<file path="config.mk">
export PLATFORM = sky130hd
export DESIGN_NAME = axi_lite_reg_slave
export DESIGN_NICKNAME = d
export VERILOG_FILES = /design/src/rtl/axi_lite_reg_slave.sv
export SDC_FILE = /design/constraint.sdc
export NUM_CORES = 1
export LEC_CHECK = 0
export BUFFER_PORTS_ARGS = -buffer_cell sky130_fd_sc_hd__buf_2
export CORE_AREA = 8 8 262 264
export DETAILED_ROUTE_END_ITERATION = 8
export DIE_AREA = 0 0 270 272
export PLACE_DENSITY_LB_ADDON = 0.12
export SKIP_CTS_REPAIR_TIMING = 1
export SLEW_MARGIN = 5
export SYNTH_ARGS = -nofsm -noshare
export SYNTH_HDL_FRONTEND = slang
export SYNTH_SLANG_ARGS = --single-unit
</file>
<file path="constraint.sdc">
create_clock -name aclk -period 2.5 [get_ports aclk]
set_input_delay 0.25 -clock aclk [delete_from_list [all_inputs] [get_ports aclk]]
set_output_delay 0.25 -clock aclk [all_outputs]
set_load 0.01 [all_outputs]
</file>
<file path="src/rtl/axi_lite_reg_slave.sv">
// AXI4-Lite register-bank responder: N_REGS word registers with byte-strobed writes,
// independent AW/W capture, SLVERR on out-of-range, unaligned or secure-violating access.
module axi_lite_reg_slave #(
  parameter int unsigned            DATA_WIDTH  = 32,
  parameter int unsigned            ADDR_WIDTH  = 32,
  parameter int unsigned            N_REGS      = 16,
  parameter logic [ADDR_WIDTH-1:0]  BASE_ADDR   = '0,
  parameter logic [N_REGS-1:0]      SECURE_MASK = '0
) (
  input  logic                           aclk,
  input  logic                           areset,
  input  logic [ADDR_WIDTH-1:0]          awaddr_i,
  input  logic [2:0]                     awprot_i,
  input  logic                           awvalid_i,
  output logic                           awready_o,
  input  logic [DATA_WIDTH-1:0]          wdata_i,
  input  logic [DATA_WIDTH/8-1:0]        wstrb_i,
  input  logic                           wvalid_i,
  output logic                           wready_o,
  output logic [1:0]                     bresp_o,
  output logic                           bvalid_o,
  input  logic                           bready_i,
  input  logic [ADDR_WIDTH-1:0]          araddr_i,
  input  logic [2:0]                     arprot_i,
  input  logic                           arvalid_i,
  output logic                           arready_o,
  output logic [DATA_WIDTH-1:0]          rdata_o,
  output logic [1:0]                     rresp_o,
  output logic                           rvalid_o,
  input  logic                           rready_i,
  output logic [N_REGS*DATA_WIDTH-1:0]   regs_o,
  output logic [N_REGS-1:0]              wr_pulse_o
);

  localparam int unsigned           BYTES       = DATA_WIDTH / 8;
  localparam int unsigned           OFF_LSB     = $clog2(BYTES);
  localparam int unsigned           IDX_W       = $clog2(N_REGS);
  localparam logic [ADDR_WIDTH:0]   SPAN        = (ADDR_WIDTH+1)'(N_REGS * BYTES);
  localparam logic [ADDR_WIDTH-1:0] ALIGN_MASK  = ADDR_WIDTH'(BYTES - 1);
  localparam logic [1:0]            RESP_OKAY   = 2'b00;
  localparam logic [1:0]            RESP_SLVERR = 2'b10;

  typedef struct packed {
    logic             err;
    logic [IDX_W-1:0] idx;
  } dec_t;

  // One extra bit on the subtraction makes addr < BASE_ADDR land above SPAN.
  function automatic dec_t decode(input logic [ADDR_WIDTH-1:0] addr, input logic nonsec);
    logic [ADDR_WIDTH:0] off;
    dec_t d;
    off   = {1'b0, addr} - {1'b0, BASE_ADDR};
    d.idx = IDX_W'(off >> OFF_LSB);
    d.err = (off >= SPAN) || ((off[ADDR_WIDTH-1:0] & ALIGN_MASK) != '0);
    if (!d.err && SECURE_MASK[d.idx] && nonsec) d.err = 1'b1;
    return d;
  endfunction

  logic [DATA_WIDTH-1:0] regs [N_REGS];
  logic [ADDR_WIDTH-1:0] aw_addr;
  logic                  aw_nonsec;
  logic                  aw_full;
  logic [DATA_WIDTH-1:0] w_data;
  logic [BYTES-1:0]      w_strb;
  logic                  w_full;
  dec_t                  wr_dec_c;
  dec_t                  rd_dec_c;
  logic                  unused_prot;

  assign unused_prot = ^{awprot_i[2], awprot_i[0], arprot_i[2], arprot_i[0]};

  assign awready_o = !aw_full && !bvalid_o;
  assign wready_o  = !w_full && !bvalid_o;
  assign arready_o = !rvalid_o;

  always_comb begin
    wr_dec_c = decode(aw_addr, aw_nonsec);
    rd_dec_c = decode(araddr_i, arprot_i[1]);
  end

  // Write path: capture AW and W independently, commit once both are held.
  always_ff @(posedge aclk) begin
    if (areset) begin
      aw_addr    <= '0;
      aw_nonsec  <= 1'b0;
      aw_full    <= 1'b0;
      w_data     <= '0;
      w_strb     <= '0;
      w_full     <= 1'b0;
      bvalid_o   <= 1'b0;
      bresp_o    <= RESP_OKAY;
      wr_pulse_o <= '0;
      for (int unsigned i = 0; i < N_REGS; i++) regs[i] <= '0;
    end else begin
      wr_pulse_o <= '0;
      if (awvalid_i && awready_o) begin
        aw_addr   <= awaddr_i;
        aw_nonsec <= awprot_i[1];
        aw_full   <= 1'b1;
      end
      if (wvalid_i && wready_o) begin
        w_data <= wdata_i;
        w_strb <= wstrb_i;
        w_full <= 1'b1;
      end
      if (aw_full && w_full) begin
        aw_full  <= 1'b0;
        w_full   <= 1'b0;
        bvalid_o <= 1'b1;
        if (wr_dec_c.err) begin
          bresp_o <= RESP_SLVERR;
        end else begin
          bresp_o <= RESP_OKAY;
          wr_pulse_o[wr_dec_c.idx] <= 1'b1;
          for (int unsigned k = 0; k < BYTES; k++) begin
            if (w_strb[k]) regs[wr_dec_c.idx][8*k +: 8] <= w_data[8*k +: 8];
          end
        end
      end else if (bvalid_o && bready_i) begin
        bvalid_o <= 1'b0;
      end
    end
  end

  // Read path: AR accepted only while no R beat is pending.
  always_ff @(posedge aclk) begin
    if (areset) begin
      rvalid_o <= 1'b0;
      rdata_o  <= '0;
      rresp_o  <= RESP_OKAY;
    end else if (arvalid_i && arready_o) begin
      rvalid_o <= 1'b1;
      if (rd_dec_c.err) begin
        rdata_o <= '0;
        rresp_o <= RESP_SLVERR;
      end else begin
        rdata_o <= regs[rd_dec_c.idx];
        rresp_o <= RESP_OKAY;
      end
    end else if (rvalid_o && rready_i) begin
      rvalid_o <= 1'b0;
    end
  end

  for (genvar g = 0; g < N_REGS; g++) begin : g_regs_out
    assign regs_o[g*DATA_WIDTH +: DATA_WIDTH] = regs[g];
  end

endmodule
</file>
Word level (Yosys, flattened, before mapping)
Memories as Yosys holds them, arrays and structs flattened. A register that Yosys moved wholly into a read port is not among the register bits.
Index checks and enable logic that the tools add are counted.
- bits in registers: 125
- memory bits (writable): 512
- bits in read-only memories: 32
- input port bits: 113
- memories kept: 3
- memories (name ; words ; width ; read ports ; clocked after Yosys merged registers in ; wr ports ; line ; text):
    regs ; 16 ; 32 ; 17 ; 0 ; 16 ; 59 ; logic [DATA_WIDTH-1:0] regs [N_REGS];
    (no name shown) ; 16 ; 1 ; 1 ; 0 ; 0 ; 55 ; if (!d.err && SECURE_MASK[d.idx] && nonsec) d.err = 1'b1;
    (no name shown) ; 16 ; 1 ; 1 ; 1 ; 0 ; 55 ;
- order comparisons: 5
- muxes and demuxes: 40
- bitwise gates (word level): 1
- reduce and logical (&&, ||, !) cells: 28
- operator list (operator ; count):
    >= comparator 32 x 7 -> 1 bit, second input constant ; 2
    2-to-1 mux 32 bit ; 2
    nonzero test 32 bit ; 2
    OR reduction 32 bit ; 1
    2-to-1 mux 1 bit ; 31
    2-to-1 mux 4 bit ; 4
    logical AND 1 bit ; 13
    < comparator 4 x 5 -> 1 bit, second input constant ; 2
    zero test 1 bit ; 6
    demux 1 bit (select 4 bit) ; 1
    >= comparator 4 x 1 -> 1 bit, second input constant ; 1
    2-to-1 mux 2 bit ; 2
    nonzero test 2 bit ; 2
    OR reduction 3 bit ; 1
    logical OR 1 bit ; 2
    OR reduction 2 bit ; 1
    NOT 1 bit ; 1

Depth between registers and ports, before layout
Gate-level depths: netlist (run 1).
- word-level depth: 12
- depth in mapped cells: 8
- mapped depth without buffers: 4

Worst setup path before layout (run 1)
OpenSTA, ideal clock, no wires.
- path kind: flip-flop to flip-flop
- start: reg aw_addr[6]
- end: mem regs[10][0], enable pin
- data arrival time: 2.200 ns
- data required time: 2.116 ns
- setup slack: -0.084 ns
- cell stages (with the launch flop): 7
- cell sequence: dfxtp_1 -> nor4_2 -> nand4_1 -> or4_1 -> buf_2 -> clkbuf_1 -> o21ai_0
- RTL lines (element ; line ; text):
    from (decl) ; 60 ; logic [ADDR_WIDTH-1:0] aw_addr;
    from (signal assigned) ; 97 ; aw_addr <= awaddr_i;
    to (decl) ; 59 ;

==> run_results.csv, run 1 <==
group,metric,value,unit
setup_path,critical_path.max_fanout,8,
die,num_rows,94,
yosys,synth_top_family_by_area,"simple AND/OR/NAND/NOR gates",
placement,gp_congestion,0.941,
placement,hpwl,86.6,mm
setup_path,cpLargestDelayFamily,"simple AND/OR/NAND/NOR gates",
timing,tightestPinTransition,1.04,ns
yosys,synth_compound_area_share,6.84,%
placement,post-place-ws,-0.148,ns
die,die_area,73400,sq um
clocking,clkTransAtPathRegs,0.06,ns
global_routing,first_global_vias,22800,
yosys,syn_avg_cell_area,11.4,sq um
global_routing,grt_max_degree,113,
yosys,synthXorXnorAreaFrac,0,%
route,detail-route-antenna-nets,0,
power_and_ir_drop,p_total,24.7,mW
final_layout,final_util,55.4,%
power_and_ir_drop,swShare,24.9,%
die,fp.dieH,272,microns
global_routing,grt_first_pass_wirelength,162,mm
timing,fin_crit,2.43,ns
final_layout,syn2layout_area_growth,29.7,%
setup_path,cp-end-kind,"flip-flop",
yosys,muxShareOfSynthArea,9.54,%
die,die_w,270,microns
timing,slew_viol_final,0,
yosys,ys_seq_elements,634,
route,avgRoutedWirePerCell,28.1,microns
final_layout,nFillCells,5684,
timing,fin_skew,0.0231,ns
power_and_ir_drop,combPwrFrac,9.5,%
timing,fin_ws,0.0661,ns
setup_path,worstSetupStartpointType,"flip-flop",
yosys,synth_cells,2423,
final_layout,post_layout_nonfiller_instances,4135,
route,wirelength,116,mm
clocking,cts-htree-levels,3,
clocking,cts.path.max_buffers,3,
yosys,synth_area,27700,sq um
global_routing,busiest_layer,"met2",
yosys,yosysSeqAreaShare,64.3,%
global_routing,met2_usage,49.6,%
die,initial_core_util,42.8,%
status,status,"complete, no violations",
yosys,synth-edff-count,512,
setup_path,critical_path.max_stage_delay,0.68,ns
placement,io_buffer_count,673,
placement,place_area,32800,sq um
setup_path,cp_num_buf_inv,2,
power_and_ir_drop,switching_power,6.17,mW
placement,dp.cells,3926,
timing,clock.fmax,411,MHz
route,vias_per_cell,5.66,
setup_path,worstPathCellList,"nor4_2 -> nand4_1 -> buf_4 -> or4_4 -> o21ai_1 -> buf_4",
setup_path,crit_arrival,2.75,ns
route,vias,23400,
die,fp.coreArea,64800,sq um
power_and_ir_drop,p_leak,14.1,nW
global_routing,global_route.usage.met1,36.9,%
power_and_ir_drop,peakVddDrop,0.661,mV
setup_path,slowest_stage,"or4_4",
clocking,root_buffer,"clkbuf_16",
timing,timing.final.crit_share,97.4,%
setup_path,crit_type,"flip-flop to flip-flop",
yosys,synth_fa_ha_area_share,0,%
global_routing,grtUsageMet3,8.17,%
power_and_ir_drop,p_clk_share,41.5,%
run,max_cap_viol_count,0,
yosys,ys.flop_type,"edfxtp_1",
clocking,clock_latency,0.62,ns
yosys,synthSimpleGateAreaFrac,15.8,%
final_layout,nets,3325,
global_routing,grt.overflow.total,0,
power_and_ir_drop,internal-power,18.6,mW
yosys,yosysWarnings,0,
power_and_ir_drop,p_seq_share,49.0,%
hold_path,min_path_type,"primary input to flip-flop",
timing,max_slew_margin,30.7,%
global_routing,grt_usage,29.7,%
clocking,cts_buffers,70,
global_routing,antenna_found_initial,5,
final_layout,final_cell_area,35900,sq um
setup_path,crit_path_frequent_cell,"buf_4",
route,first_iter_violations,2544,
clocking,cts_tree,"built",
route,drt_pass1_iterations,6,
power_and_ir_drop,p_per_area,689,nW/um^2
timing,final-setup-viol-count,0,
route,route.detailed.drc,0,
yosys,async_flop_share,0,%
final_layout,drive_gt1_share,31.3,%
timing,hold_violations,0,
setup_path,cp.required,2.82,ns
clocking,cts.sinks,634,
yosys,synth.distinct_cells,34,
die,pin_count,682,
[power groups by stage]
stage | combinational (mW) | clock (mW) | sequential [mW]
2_1_floorplan | 0.981 | 0 | 12.3
3_3_place_gp | 2.20 | 0 | 12.3
5_1_grt | 2.51 | 10.8 | 12.1
3_5_place_dp | 2.22 | 0 | 12.3
6_report | 2.36 | 10.3 | 12.1
4_1_cts | 2.22 | 10.4 | 12.1
[layer usage]
layer  wire length (microns)  share of wire [%]
met1                   44800                 39
met2                   56100                 48
met3                   10700                9.3
met4                    4300                3.7
met5                      68              0.059
[worst min-delay path, cell delays in order]
cell	delay, ns
buf_2	0.10
and2_1	0.19
nand2_1	0.09
a21oi_1	0.05
[registers in the layout, summed over array words and instances (netlist names)]
name	count
w_full	1
w_data	32
bresp_o	1
rvalid_o	1
aw_full	1
aw_addr	32
regs	512
wr_pulse_o	16
bvalid_o	1
rresp_o	1
rdata_o	32
w_strb	4
[final timing paths]
path              slack, ns         from           end  cells past startpoint
hold reg to reg        0.47   aw_addr[0]    aw_addr[0]                      2
setup / recovery       0.07  aw_addr[14]  regs[10][13]                      6
hold / removal         0.12    awvalid_i    aw_addr[3]                      4
setup reg to reg       0.07  aw_addr[14]  regs[10][13]                      6
[cell usage after synthesis, types with 9 or more instances]
cell         n  area share, %
a221oi_1    32            1.0
a21oi_1     72            1.3
o21ai_0     78            1.4
edfxtp_1   512             55
nor4_1       9           0.20
a211oi_1    33           0.89
o22ai_1     32           0.72
nand3_1    131            2.4
buf_6       16           0.65
dfxtp_1    122            8.8
buf_1       21           0.28
nor2_1     649            8.8
mux2i_1    190            6.9
and2_0      29           0.65
a2111oi_0   32            1.0
nand2b_1     9           0.20
mux4_2      33            2.7
o31ai_1     18           0.49
buf_2       36           0.65
nor3_1      16           0.29
nand2_1    193            2.6
clkbuf_1   124            1.7
[final cells by class]
cell class	instances	area, sq um	share of cell area [%]
antenna	1	2.50	0.00696
timing repair buffer	917	5630	15.7
clock buffer	99	1950	5.41
sequential	634	17800	49.6
tap	864	1080	3.01
multi-input combinational	1587	9130	25.4
clock inverter	31	320	0.891
inverter	2	7.51	0.0209
[layout by cell type (no fill, tap or decap), types with 12 or more instances in the layout]
cell and instances:
buf_2 670, nor2_1 647, edfxtp_1 512, nand2_1 191, mux2i_1 190, buf_4 155, nand3_1 129, dfxtp_1 122
a21oi_1 72, clkbuf_16 72, dlygate4sd3_1 71, o21ai_0 54, mux4_2 33, a211oi_1 33, o22ai_1 32, a2111oi_0 32
a221oi_1 32, and2_0 29, o21ai_1 22, clkbuf_1 21, buf_12 18, nor3_1 16, clkinv_2 12
[stage by stage]
stage | TNS, ns | hold WS, ns
after floorplan | -18.75 | 0.350
after CTS | -18.02 | -0.201
final | 0 | 0.119
after global placement | -12.69 | 0.452
after global routing | -0.245 | 0.128
after detailed placement | -13.85 | 0.454
[kinds of logic (layout without fill, tap and decap cells)]
logic type	Yosys count	after routing
AND/OR/NAND/NOR	1062	1065
flip-flops	634	634
AO/OA/AOI/OAI	297	297
multiplexers	223	223
buffers and inverters	206	1049
other	1	3
(Power assumes the default switching activity.)
==> run 2: changes to the inputs <==
- CORE_AREA: 8 8 262 264 -> 2 2 263 265
- DIE_AREA: 0 0 270 272 -> 0 0 265 267
==> run 2 against run 1 <==
  * Critical path depth increased by 1
  * Highest routed layer unchanged
  * Largest power group unchanged
  * Cell count increased by 0.63%
  * Critical path type unchanged
  * Clock power about the same
==> run_results.csv, run 2 (same netlist as run 1, synthesis figures left out) <==
group,metric,value,unit
status,status,"complete, no violations",
setup_path,crit_type,"flip-flop to flip-flop",
clocking,cts.path.max_buffers,3,
setup_path,cpLargestDelayFamily,"simple AND/OR/NAND/NOR gates",
final_layout,diodes,0,
final_layout,largest_reg_flops,512,
clocking,clkTransAtPathRegs,0.06,ns
setup_path,cp.required,2.80,ns
route,drt_pass1_iterations,6,
power_and_ir_drop,peakVddDrop,0.470,mV
final_layout,final_cell_mix,"670 x buf_2, 647 x nor2_1, 512 x edfxtp_1",
timing,slew_viol_final,0,
global_routing,grt_first_pass_wirelength,156,mm
final_layout,top_register,"regs",
clocking,cts_buffers,70,
hold_path,whs_endpoint,"rresp_o[1]",
setup_path,cp-end-kind,"flip-flop",
setup_path,r2r-end,"regs[10][27]",
timing,timing.final.crit_share,98.0,%
setup_path,critical_path.max_fanout,8,
die,num_rows,96,
die,die_area,70800,sq um
setup_path,worstPathCellList,"nor4_4 -> nand4_1 -> buf_4 -> buf_4 -> or4_4 -> o21ai_0 -> buf_4",
timing,fin_skew,0.0277,ns
setup_path,crit_arrival,2.76,ns
setup_path,slowest_stage,"or4_4",
die,fp.dieH,267,microns
global_routing,antenna_found_initial,2,
route,route.detailed.drc,0,
timing,hold_violations,0,
power_and_ir_drop,p_per_area,690,nW/um^2
placement,gp_congestion,0.956,
clocking,cts_tree,"built",
timing,final-setup-viol-count,0,
power_and_ir_drop,p_total,24.9,mW
setup_path,rrSetupSlack,0.05,ns
final_layout,layout_commonest_cell,"buf_2",
placement,hpwl,83.8,mm
setup_path,reg2reg_depth,7,
placement,io_buffer_count,673,
timing,tightestPinTransition,0.732,ns
final_layout,nets,3335,
run,max_cap_viol_count,0,
timing,fin_crit,2.45,ns
setup_path,r2r-start,"aw_addr[6]",
route,vias_per_cell,5.65,
setup_path,critical_path.max_stage_delay,0.61,ns
hold_path,min_path_type,"primary input to flip-flop",
setup_path,worstSetupStartpointType,"flip-flop",
final_layout,nFillCells,6027,
die,initial_core_util,40.8,%
placement,place_area,32800,sq um
global_routing,grt_max_degree,75,
timing,clock.fmax,408,MHz
global_routing,grt_usage,30.6,%
setup_path,crit_path_frequent_cell,"buf_4",
route,first_iter_violations,2748,
setup_path,cp_num_buf_inv,3,
hold_path,hold_depth,5,
die,fp.coreArea,68000,sq um
global_routing,grt.overflow.total,0,
clocking,cts.sinks,634,
timing,max_slew_margin,49.9,%
global_routing,first_global_vias,22300,
clocking,cts-htree-levels,3,
route,vias,23500,
clocking,clock_latency,0.61,ns
timing,rsz0062_at_grt,"yes",
clocking,root_buffer,"clkbuf_16",
final_layout,drive_gt1_share,31.7,%
route,wirelength,114,mm
die,die_w,265,microns
power_and_ir_drop,p_leak,14.2,nW
route,avgRoutedWirePerCell,27.5,microns
final_layout,syn2layout_area_growth,30.3,%
route,detail-route-antenna-nets,0,
hold_path,holdCritStartpoint,"araddr_i[11]",
die,pin_count,682,
final_layout,final_cell_area,36100,sq um
[run 2: worst max-delay path by stage]
| stage | from | endpoint | slack, ns | cells after the start |
|---|---|---|---|---|
| floorplan | aw_addr[6] | regs[10][0] | -0.08 | 6 |
| global placement | aw_addr[25] | regs[11][3] | -0.05 | 6 |
| detailed placement | aw_addr[14] | regs[8][27] | -0.06 | 5 |
| CTS | aw_addr[14] | regs[8][26] | -0.07 | 5 |
| global route | aw_addr[14] | regs[13][10] | -0.04 | 7 |
| finish | aw_addr[6] | regs[10][27] | 0.05 | 7 |
[run 2: worst reg2reg max path: stages (launching register included)]
cell and delay (ns):
dfxtp_1 0.33, nor4_4 0.31, nand4_1 0.12, buf_4 0.20, buf_4 0.17, or4_4 0.61
o21ai_0 0.20, buf_4 0.20
[run 2: per-layer routing]
layer	global-route usage [%]	share of wire, %	vias to the layer above
li1	-	-	10300
met1	38.8	39	11600
met2	50.3	47	1377
met3	8.04	10	220
met4	11.9	3.9	4
met5	0	0.024	-
[run 2: layout make-up]
class / count / area [sq um] / area share, %
tap: 882 / 1100 / 3.06
inverter: 2 / 7.51 / 0.0208
sequential: 634 / 17800 / 49.3
multi-input combinational: 1587 / 9130 / 25.3
clock inverter: 25 / 175 / 0.485
clock buffer: 104 / 2170 / 6.01
timing repair buffer: 927 / 5710 / 15.8
[run 2: through the flow]
stage	setup TNS, ns	cells	setup WS [ns]	hold WS, ns	util (%)
final	0	4161	0.0488	0.135	53.1
after global routing	-1.04	4161	-0.0408	0.185	53.1
after CTS	-1.13	4073	-0.0686	-0.187	51.8
after detailed placement	-0.874	3944	-0.0569	0.451	48.3
after global placement	-1.91	3944	-0.0501	0.445	48.3
after floorplan	-18.75	2424	-0.0845	0.350	-
[run 2: power by group]
group	total, mW	switching (mW)	internal, mW	leakage [nW]
Clock	10.4	4.25	6.14	1.16
Sequential	12.1	0.382	11.7	6.28
Combinational	2.41	1.48	0.931	6.73
